$ cat src/rtl/tuser_in_fsm.sv
// AXIS-with-tuser splitter: forwards beats through a one-entry skid-free output
// register and peels the first-beat tuser off onto a valid-pulsed tuple port.
module tuser_in_fsm (
  input  logic         tin_aclk,
  input  logic         tin_arst,
  input  logic         tin_avalid,
  output logic         tin_aready,
  input  logic [255:0] tin_adata,
  input  logic [31:0]  tin_akeep,
  input  logic         tin_atlast,
  input  logic [127:0] tin_atuser,
  output logic         tin_bvalid,
  input  logic         tin_bready,
  output logic [255:0] tin_bdata,
  output logic [31:0]  tin_bkeep,
  output logic         tin_btlast,
  output logic         tin_valid,
  output logic [127:0] tin_data,
  output logic [15:0]  dbg_pkt_cnt,
  output logic [0:2]   dbg_state
);

  typedef enum logic [2:0] {
    WAIT_SOP = 3'b000,
    IN_PKT   = 3'b001
  } state_t;

  typedef struct packed {
    logic [255:0] data;
    logic [31:0]  keep;
    logic         last;
  } beat_t;

  state_t       state_q, state_d;
  beat_t        beat_q, beat_d;
  logic         bvalid_q, bvalid_d;
  logic         tvalid_q, tvalid_d;
  logic [127:0] tdata_q, tdata_d;
  logic [15:0]  pkt_cnt_q, pkt_cnt_d;
  logic         hs;

  // The register can take a new beat when empty or being drained this cycle.
  assign tin_aready = (!bvalid_q || tin_bready) && !tin_arst;
  assign hs         = tin_avalid && tin_aready;

  always_comb begin
    state_d   = state_q;
    beat_d    = beat_q;
    bvalid_d  = bvalid_q;
    tvalid_d  = 1'b0;
    tdata_d   = tdata_q;
    pkt_cnt_d = pkt_cnt_q;
    if (hs) begin
      beat_d   = '{data: tin_adata, keep: tin_akeep, last: tin_atlast};
      bvalid_d = 1'b1;
      if (tin_atlast) pkt_cnt_d = pkt_cnt_q + 16'd1;
      case (state_q)
        WAIT_SOP: begin
          // tvalid is registered so it lines up with the first beat's bvalid.
          tdata_d  = tin_atuser;
          tvalid_d = 1'b1;
          state_d  = tin_atlast ? WAIT_SOP : IN_PKT;
        end
        IN_PKT:   state_d = tin_atlast ? WAIT_SOP : IN_PKT;
        default:  state_d = WAIT_SOP;
      endcase
    end else if (tin_bready) begin
      bvalid_d = 1'b0;
    end
  end

  always_ff @(posedge tin_aclk) begin
    if (tin_arst) begin
      state_q   <= WAIT_SOP;
      beat_q    <= '0;
      bvalid_q  <= 1'b0;
      tvalid_q  <= 1'b0;
      tdata_q   <= '0;
      pkt_cnt_q <= '0;
    end else begin
      state_q   <= state_d;
      beat_q    <= beat_d;
      bvalid_q  <= bvalid_d;
      tvalid_q  <= tvalid_d;
      tdata_q   <= tdata_d;
      pkt_cnt_q <= pkt_cnt_d;
    end
  end

  assign tin_bvalid  = bvalid_q;
  assign tin_bdata   = beat_q.data;
  assign tin_bkeep   = beat_q.keep;
  assign tin_btlast  = beat_q.last;
  assign tin_valid   = tvalid_q;
  assign tin_data    = tdata_q;
  assign dbg_pkt_cnt = pkt_cnt_q;
  assign dbg_state   = state_q;

endmodule

$ cat config.mk
export PLATFORM = sky130hd
export DESIGN_NAME = tuser_in_fsm
export DESIGN_NICKNAME = d
export VERILOG_FILES = /design/src/rtl/tuser_in_fsm.sv
export SDC_FILE = /design/constraint.sdc
export NUM_CORES = 1
export LEC_CHECK = 0
export CORE_AREA = 8 8 329 331
export CTS_CLUSTER_DIAMETER = 120
export DETAILED_ROUTE_END_ITERATION = 8
export DIE_AREA = 0 0 337 339
export GPL_ROUTABILITY_DRIVEN = 0
export PLACE_DENSITY = 0.42
export SYNTH_ARGS = -nofsm -noshare
export SYNTH_HDL_FRONTEND = slang
export SYNTH_SLANG_ARGS = --single-unit
$ cat constraint.sdc
create_clock -name tin_aclk -period 1.95 [get_ports tin_aclk]
set_clock_uncertainty 0.1 [all_clocks]
set_input_delay 0.39 -clock tin_aclk [delete_from_list [all_inputs] [get_ports tin_aclk]]
set_output_delay 0.39 -clock tin_aclk [all_outputs]
set_load 0.05 [all_outputs]
==> metrics.md, run 1 <==
| Metric | Value |
|---|---|
| Drt first pass iters | `4` |
| Worst-skew pair later-pin latency | `0.62 ns` |
| Final setup fails | `1` |
| P_leak | `~12 nW` |
| GRT Overall Usage | `between 10% and 20%` |
| Worst IR Drop VDD | `about 0.00077 V` |
| Sequential fraction of the synthesis area | `58.1%` |
| Iter 0 DRT Violations | `661` |
| Cts bufs inserted | `between 50 and 60` |
| Syn_area_per_cell | `7.87 sq um` |
| Die ar. | `114000 sq um` |
| Root Buffer | `clkbuf_16` |
| Critical path peak fanout | `2` |
| Final Hold Vio Count | `0` |
| Worst-path clk slew | `about 0.060 ns` |
| Clock sink count | `roughly 440` |
| Synth top area cells | `dfxtp_1 (58%), nand2_1 (21%), nand3_1 (9.7%), a21oi_1 (4.5%), clkbuf_1 (2.3%)` |
| # fillers | `11.3k` |
| H-Tree Level Count | `2` |
| Detailed Place HPWL | `63800 um` |
| Final ANT Viol Nets | `0` |
| Min-delay worst type | `in -> reg` |
| Cells after Synth | `about 1.9k` |
| Vias in the first global route | `16.3k` |
| Via count | `about 16k` |
| Row cnt | `118` |
| # port buffers | `~860` |
| Synth area leader | `dfxtp_1` |
| First-pass GRT wire length | `115000 um` |
| Max-cap violation count | `0` |
| PnR worst setup slack | `-0.0295 ns` |
| Height of the chip | `approximately 340 um` |
| Synth Warn # | `0` |
| Utilization after layout | `26.0%` |
| Total gr overflow | `0` |
| CP arrival | `between 1 and 1.5 ns` |
| Starting Density | `14.6%` |
| Routed WL | `81600 um` |
| Crit path kind | `reg -> out` |
| Initial antenna violation count | `19` |
| Hold_ws | `0.179 ns` |
| Status | `complete, but fails checks` |
| Clock buffer depth | `3` |
| DR WL/cell | `19.4 um` |
| Violated checks | `negative setup slack` |
| Power, Total | `between 20 and 30 mW` |
| Die X | `337 um` |
| Ratio of cells with drive above 1 in the final layout | `between 20 and 25%` |
| Crit path launch type | `register` |
| Crit end category | `output pin` |
| Largest net degree at the start of global routing | `107` |
| P&R area growth vs syn | `78.3%` |
| Slew @ Worst Pin | `0.555 ns` |
| Residual DRC | `0` |
| Nets | `between 3k and 4k` |
| Vias per cell | `3.79` |
| Fin crit period | `between 1.5 and 2 ns` |
| Synth Cell Area | `15000 sq um` |
| RSZ-0062 raised after global routing | `yes` |
| I/O Pins | `860` |
| Peak Freq | `0.505 GHz` |
| TritonCTS clock tree | `yes` |
| Fin crit share | `102%` |
| Post-synth top area share | `58.1%` |
| Final slew viol count | `0` |
| PwrDens | `961 nW/um^2` |
| Post-CTS Hold Buffers | `0` |
| #FFs+latches synth | `436` |
| Synth unique cells | `32` |
| Core area | `103000 sq um` |
| Worst reg-to-reg setup slack | `0.10 ns` |
| Crit path required time | `1.46 ns` |
| Worst slew margin | `roughly 63%` |
==> synthesized netlist by cell type <==
cell and count:
nand2_1 839, dfxtp_1 436, nand3_1 292, a21oi_1 136
clkbuf_1 93, buf_2 35, buf_1 13, nor2_1 13
nand4_1 6, or3_1 5, xor2_1 5, o21ai_0 4
nor2b_1 3, o31ai_1 3, or4_1 3, and3_1 2
buf_4 2, inv_1 2, inv_2 2, mux2_2 2
nor4_1 2, nor4b_1 2, and2b_1 1, and4_1 1
buf_6 1, conb_1 1, ha_1 1, nand2b_1 1
nand2b_4 1, o311ai_0 1, o41ai_1 1, xnor2_1 1
==> metal layers <==
metal,vias up,share of wire (%),track usage (%)
met1,7330,37,13.9
li1,7921,-,-
met2,590,50,23.8
met4,16,2.6,3.75
met3,109,11,6.40
met5,-,0.13,0
==> power by group <==
part | leakage [nW] | switching, mW | total [mW] | internal [mW]
sequential | 3.59 | 0.315 | 9.80 | 9.49
clock | 0.920 | 4.15 | 10.6 | 6.45
combinational | 7.54 | 3.41 | 5.34 | 1.93
total | 12.0 | 7.88 | 25.7 | 17.9
==> cell families (layout without fill, tap and decap cells) <==
| group | after synthesis | after routing | synth area share [%] |
|---|---|---|---|
| compound gates | 145 | 145 | 4.93 |
| xor+xnor | 6 | 6 | 0.350 |
| fa+ha+maj | 1 | 1 | 0.0833 |
| buf+inv | 148 | 1062 | 4.09 |
| simple gates | 1171 | 1171 | 32.3 |
| mux | 2 | 2 | 0.150 |
| flops | 436 | 436 | 58.1 |
| other cells | 1 | 11 | 0.0250 |
==> cell usage in the layout, fill, tap and decap left out, types with 11 or more instances in the layout <==
master           instances
a21oi_1                136
buf_12                  24
buf_4                  510
clkbuf_16               59
clkbuf_8                13
clkdlybuf4s50_1        419
dfxtp_1                428
nand2_1                838
nand3_1                292
nor2_1                  11
==> per-stage QoR <==
step	worst slack, ns	area [sq um]	TNS [ns]	std cells
after CTS	-0.115	26700	-0.115	4203
after detailed placement	-0.433	24800	-126.98	4103
after global placement	-0.415	24800	-129.79	4103
final	-0.0295	26800	-0.0295	4214
after floorplan	0.0320	15000	0	1911
after global routing	-0.119	26800	-0.119	4207
==> flip-flops by register name, indices dropped and copies added, names as in the netlist <==
register	count
tin_bkeep	32
dbg_state	1
tin_bdata	256
tin_bvalid	1
tin_btlast	1
dbg_pkt_cnt	16
tin_data	128
tin_valid	1
==> timing repair <==
item / 4_1_cts / 5_1_grt
resized for setup: 3 / 11
setup endpoints to repair: 1 / 45
setup buffers: 3 / 0
pin swaps: 1 / 1
gates cloned: 0 / 2
==> worst paths after layout <==
kind,cells past startpoint,startpoint,endpoint
max,4,tin_bvalid,tin_aready
min,4,tin_arst,dbg_pkt_cnt[13]
max reg2reg,7,tin_bvalid,tin_data[59]
min reg2reg,2,tin_bdata[145],tin_bdata[145]
==> worst max-delay path, cell delays in order, from the launching register on <==
cell and delay [ns]:
dfxtp_2 0.31, and2b_2 0.20, buf_6 0.12, nor2_4 0.09
buf_12 0.14
==> final cells by class <==
class,count,area (sq um),area share [%]
Antenna cell,9,22.5,0.0841
Timing Repair Buffer,961,8670,32.4
Multi-Input combinational cell,1327,5730,21.4
Clock buffer,80,1640,6.13
Clock inverter,17,221,0.827
Tap cell,1380,1730,6.45
Inverter,4,35.0,0.131
Sequential cell,436,8740,32.6
Power figures use the tool's default switching activity.
==> inputs of run 2 (changes only) <==
Settings changed: GPL_ROUTABILITY_DRIVEN 0 to default.
==> results of run 2 <==
The final DEF is identical to that of run 1; final timing and power are the same.
==> inputs of run 3 (changes only) <==
Settings changed: CAP_MARGIN from default to 20, CORE_AREA 8 8 329 331 to 8 8 324 326, CTS_BUF_LIST from default to sky130_fd_sc_hd__clkbuf_2, DIE_AREA 0 0 337 339 to 0 0 332 334, PLACE_DENSITY 0.42 to 0.43.
Clock period 1.95 ns to 2 ns, I/O delays scaled along.
==> run 3 against run 2 <==
The run still ends with negative setup slack left. First-iteration DRC count up 8.2%. Combinational power up 39%. Sequential share of layout area down 8.5 points. Via count up 27%. Cell count up 22%. Clock power down 35%. Sequential power up 0.4%. Worst hold slack better by 0.071 ns. Critical path depth down 1. Critical endpoint unchanged. Largest cell class is now buffers. Largest power group is now sequential cells. Highest routed layer is now met4.
==> metrics.md, run 3 (synthesis results as in run 1) <==
| Metric | Value |
|---|---|
| Drt first pass iters | `4 (unchanged)` |
| Fin crit share | `126%` |
| Residual DRC | `0 (unchanged)` |
| Critical path peak fanout | `2 (unchanged)` |
| Clock sink count | `436 (unchanged)` |
| # placed instances | `4022 (-2.0%)` |
| Core area | `99600 sq um (-3.2%)` |
| Iter 0 DRT Violations | `715 (+8.2%)` |
| RSZ-0062 raised after global routing | `yes` |
| GRT Overall Usage | `15.4% (+2.0 points)` |
| Status | `complete, but fails checks` |
| Max-cap violation count | `0 (unchanged)` |
| Starting Density | `15.1% (+0.49 points)` |
| # port buffers | `857 (unchanged)` |
| Non-filler cells, final | `5123 (+22%)` |
| I/O Pins | `860 (unchanged)` |
| Fin crit period | `roughly 2.5 ns` |
| H-Tree Level Count | `4 (+2)` |
| Die X | `332 um (-1.5%)` |
| Reg2reg path depth | `7 (unchanged)` |
| Hold_ws | `0.250 ns (+0.0713 ns)` |
| Crit path launch type | `register` |
| TritonCTS clock tree | `yes` |
| Largest net degree at the start of global routing | `76 (-29%)` |
| Worst slew margin | `41.1% (-22 points)` |
| PnR worst setup slack | `-0.525 ns (-0.496 ns)` |
| Commonest cells after routing, fill and taps aside | `nand2_1 (838), dlygate4sd3_1 (823), clkdlybuf4s50_1 (418), buf_8 (402), dfxtp_2 (400)` |
| Die ar. | `111000 sq um (-2.9%)` |
| P&R area growth vs syn | `158%` |
| Crit path kind | `reg -> out` |
| Row cnt | `116 (-1.7%)` |
| Power, Total | `24.2 mW (-6.1%)` |
| First-pass GRT wire length | `134000 um (+17%)` |
| Root Buffer | `clkbuf_2` |
| Utilization after layout | `38.9% (+13 points)` |
| Worst path slowest cell | `dfxtp_2` |
| Final Hold Vio Count | `0 (unchanged)` |
| Routed WL | `89500 um (+9.7%)` |
| Crit path required time | `1.50 ns (+0.04 ns)` |
| Ratio of cells with drive above 1 in the final layout | `32.7% (+9.7 points)` |
| Slew @ Worst Pin | `0.884 ns (+0.328 ns)` |
| Clock buffer depth | `3 (unchanged)` |
| Total gr overflow | `0 (unchanged)` |
| Violated checks | `negative setup slack` |
| Detailed Place HPWL | `61800 um (-3.2%)` |
| Height of the chip | `334 um (-1.5%)` |
| PwrDens | `624 nW/um^2 (-35%)` |
| Vias in the first global route | `21.8k (+34%)` |
| CP arrival | `2.03 ns (+0.54 ns)` |
| Via count | `20.3k (+27%)` |
| Initial antenna violation count | `3 (-16)` |
| P_leak | `16.8 nW (+39%)` |
| CP Cell Sequence | `and2b_4 -> nor2_4 -> buf_8` |
| Worst IR Drop VDD | `0.000437 V (-43%)` |
| Worst-skew pair later-pin latency | `1.29 ns (+0.67 ns)` |
| DR WL/cell | `17.5 um (-9.7%)` |
| Worst Hold Depth | `4 (unchanged)` |
| Final slew viol count | `0 (unchanged)` |
| Commonest non-fill, non-tap cell in the layout | `nand2_1` |
| Final GP Congestion | `0.764` |
| Nets | `4164 (+30%)` |
| Crit end category | `output pin` |
| Final setup fails | `437 (+436)` |
| Min-delay worst type | `in -> reg` |
| Vias per cell | `3.96 (+4.5%)` |
| Peak Freq | `0.396 GHz` |
| Worst-path clk slew | `0.10 ns (+0.04 ns)` |
| Crit path largest cell delay | `0.33 ns (+0.02 ns)` |
| Number of flip-flops in the largest register | `256 (unchanged)` |
| Final ANT Viol Nets | `0 (unchanged)` |
| Cts bufs inserted | `135 (+150%)` |
run 3: changes by cell type in the layout (fill, tap and decap cells not counted), sizes merged:
cell	previous run	this run
clkdlybuf4s50	419	418
dlygate4sd3	0	823
clkinvlp	2	4
inv	4	9
bufinv	5	3
clkbuf	82	176
diode	9	12
buf	540	595
clkinv	10	22
run 3: worst paths after layout:
kind,startpoint,endpoint,slack [ns]
worst max register to register,tin_bvalid,tin_data[76],0.09
worst min-delay path,tin_atuser[94],tin_data[94],0.25
worst min register to register,tin_bdata[35],tin_bdata[35],0.37
worst max-delay path,tin_bvalid,tin_aready,-0.53
run 3: through the flow:
stage / worst slack (ns) / area, sq um / setup TNS [ns]
floorplan: 0.00682 / 15000 / 0
global placement: -0.598 / 24800 / -106.30
detailed placement: -0.544 / 24800 / -105.45
CTS: -0.856 / 38300 / -250.77
global route: -0.843 / 38700 / -247.62
finish: -0.525 / 38700 / -124.47
run 3: metal layers:
layer / up-vias / global-route usage [%] / routed length [um]
met5: - / 0 / 0
met4: 0 / 5.92 / 2990
met3: 181 / 5.34 / 6650
met2: 766 / 27.5 / 45400
met1: 9461 / 16.6 / 34500
li1: 9873 / - / -
run 3: final cells by class:
type / count / area [sq um]
multi-input cells: 1327 / 5810
well taps: 1298 / 1620
clock inverters: 34 / 231
flip-flops and latches: 436 / 9360
repair buffers: 1838 / 20800
clock buffers: 174 / 871
inverters: 4 / 30.0
fillers: 9791 / 60800
diodes: 12 / 30.0
run 3: repair_timing:
item                       in CTS  in global routing
cloned                          0                  2
setup endpoints to repair     437                525
hold endpoints to repair      436                  0
gates resized for setup      1546                 41
setup buffers                  27                 32
pin swaps                       1                  6
hold buffers                  823                  0
run 3: power breakdown:
part | internal [mW] | switching, mW | leakage (nW) | total, mW
logic | 3.77 | 3.65 | 12.2 | 7.41
registers | 9.32 | 0.521 | 3.76 | 9.84
clock network | 2.73 | 4.19 | 0.833 | 6.93
run 3: worst max-delay path: cells and delay by family (launching register included):
family / cells / cell delay (ns)
flip-flops: 1 / 0.33
AND/OR/NAND/NOR: 2 / 0.27
buffers and inverters: 1 / 0.16
==> RTL edit (settings of run 1) <==
Take the reset off `tdata_q` and load it in a clocked block of its own.
--- a/src/rtl/tuser_in_fsm.sv
+++ b/src/rtl/tuser_in_fsm.sv
@@ -77,3 +77,2 @@
       tvalid_q  <= 1'b0;
-      tdata_q   <= '0;
       pkt_cnt_q <= '0;
@@ -84,5 +83,8 @@
       tvalid_q  <= tvalid_d;
-      tdata_q   <= tdata_d;
       pkt_cnt_q <= pkt_cnt_d;
     end
+  end
+
+  always_ff @(posedge tin_aclk) begin
+    tdata_q <= tdata_d;
   end
Function: differs if tin_arst is asserted again (counterexample within 4 cycles, from zero or initial values and one cycle with tin_arst high); with tin_arst held inactive, the same outputs for 4 cycles.
==> RTL edit against run 1 <==
- setup slack better by 85 ps
- sequential cell count stayed put
- hold slack lost 3.4 ps
- power is essentially flat
- design area fell by 1.3%
- largest power group unchanged
- synthesized area decreased by 3.4%
- count of clock-buffer cells in the layout fell by 1
- global-route usage decreased by 1.1 points
- wire length fell by 9.4%
==> RTL edit: results <==
group,metric,value,unit
route,vias,13800,
setup_path,path_max_fanout,3,
route,routed_wl,73.9,mm
setup_path,crit_family,"buffers and inverters",
setup_path,slowest_stage,"clkdlybuf4s50_1",
logic_synthesis,synth_area_leaders,"dfxtp_1, edfxtp_1, nand2_1",
logic_synthesis,synth_common_cells,"nand2_1, dfxtp_1, nand3_1, edfxtp_1, clkbuf_1",
logic_synthesis,synthDistinctLibCells,33,
sta,setup_viol,0,
grt,grt_pass1_wl,104,mm
placement,pre_cts_ws,-536,ps
placement,hpwl,58.7,mm
setup_path,reg2reg_slack,80,ps
logic_synthesis,yosysSeqAreaShare,0.690,
setup_path,r2r_cells,6,
grt,grt_use_total,0.123,
final_layout,fin_nets,2808,
setup_path,reg2reg_to,"dbg_pkt_cnt[7]",
grt,antenna_found_initial,10,
min_path,hold_path_end,"tin_bdata[252]",
run_status,status,"finished, final reports clean",
power,power_leakage,0.0117,µW
logic_synthesis,synth_edf_count,128,
placement,placed_area,24500,µm²
power,peakVddDrop,602,µV
sta,hold_ws,175,ps
route,first_iter_violations,596,
grt,grt_max_degree,47,
[RTL edit: metal layers]
layer	wire [µm]	vias to the layer above	share of wire	track usage
met1	26500	6390	0.36	0.127
met5	63	-	0.00085	0
met4	1990	12	0.027	0.0343
li1	-	6737	-	-
met2	37400	539	0.51	0.221
met3	7980	105	0.11	0.0561
[RTL edit: area by class of cell]
cell class                      instances  area, µm²  share of cell area
Clock inverter                         23        297              0.0112
Tap cell                             1380       1730              0.0653
Sequential cell                       436      10000               0.379
Antenna cell                            5       12.5            0.000473
Multi-Input combinational cell        941       4130               0.156
Inverter                                4       22.5            0.000852
Clock buffer                           79       1600              0.0604
Timing Repair Buffer                  948       8640               0.327
[RTL edit: kinds of logic after synthesis]
logic type,after synthesis,share of synthesized area
buffers and inverters,105,0.0296
other,1,0.000258
xor gates and xnor gates,6,0.00362
AOI/OAI and AO/OA,21,0.00914
adders and majority gates,1,0.000862
and+or+nand+nor,911,0.267
DFF,436,0.690
[RTL edit: worst max path at each step]
stage,from,endpoint
global placement,tin_avalid,dbg_pkt_cnt[12]
floorplan,tin_arst,tin_data[0]
finish,tin_arst,tin_aready
CTS,tin_bvalid,tin_aready
global route,dbg_pkt_cnt[8],dbg_pkt_cnt[8]
detailed placement,tin_arst,dbg_pkt_cnt[12]
[RTL edit: what timing repair did]
item,4_1_cts,5_1_grt
setup buffers,3,0
resized for setup,9,5
cloned,0,0
setup endpoints to repair,2,5
hold endpoints to repair,0,0
[RTL edit: worst min-delay path, cell delays in order]
cell,delay [ps]
clkdlybuf4s50_1,400
nand2_1,50
nand2_1,40
[RTL edit: power groups by stage]
stage	Sequential (µW)	Clock [µW]	Combinational, µW
after floorplan	12300	0	676
after global placement	10400	0	5040
after detailed placement	10400	0	5030
after CTS	10200	11100	5050
after global routing	10300	11400	5220
final	10200	10600	4960
[RTL edit: stage by stage]
step / setup TNS [ps] / std cells / total power (µW)
2_1_floorplan: -193950 / 1482 / 13000
3_3_place_gp: -90510 / 3708 / 15400
3_5_place_dp: -95130 / 3708 / 15400
4_1_cts: -34.1 / 3812 / 26300
5_1_grt: 0 / 3812 / 26900
6_report: 0 / 3816 / 25700
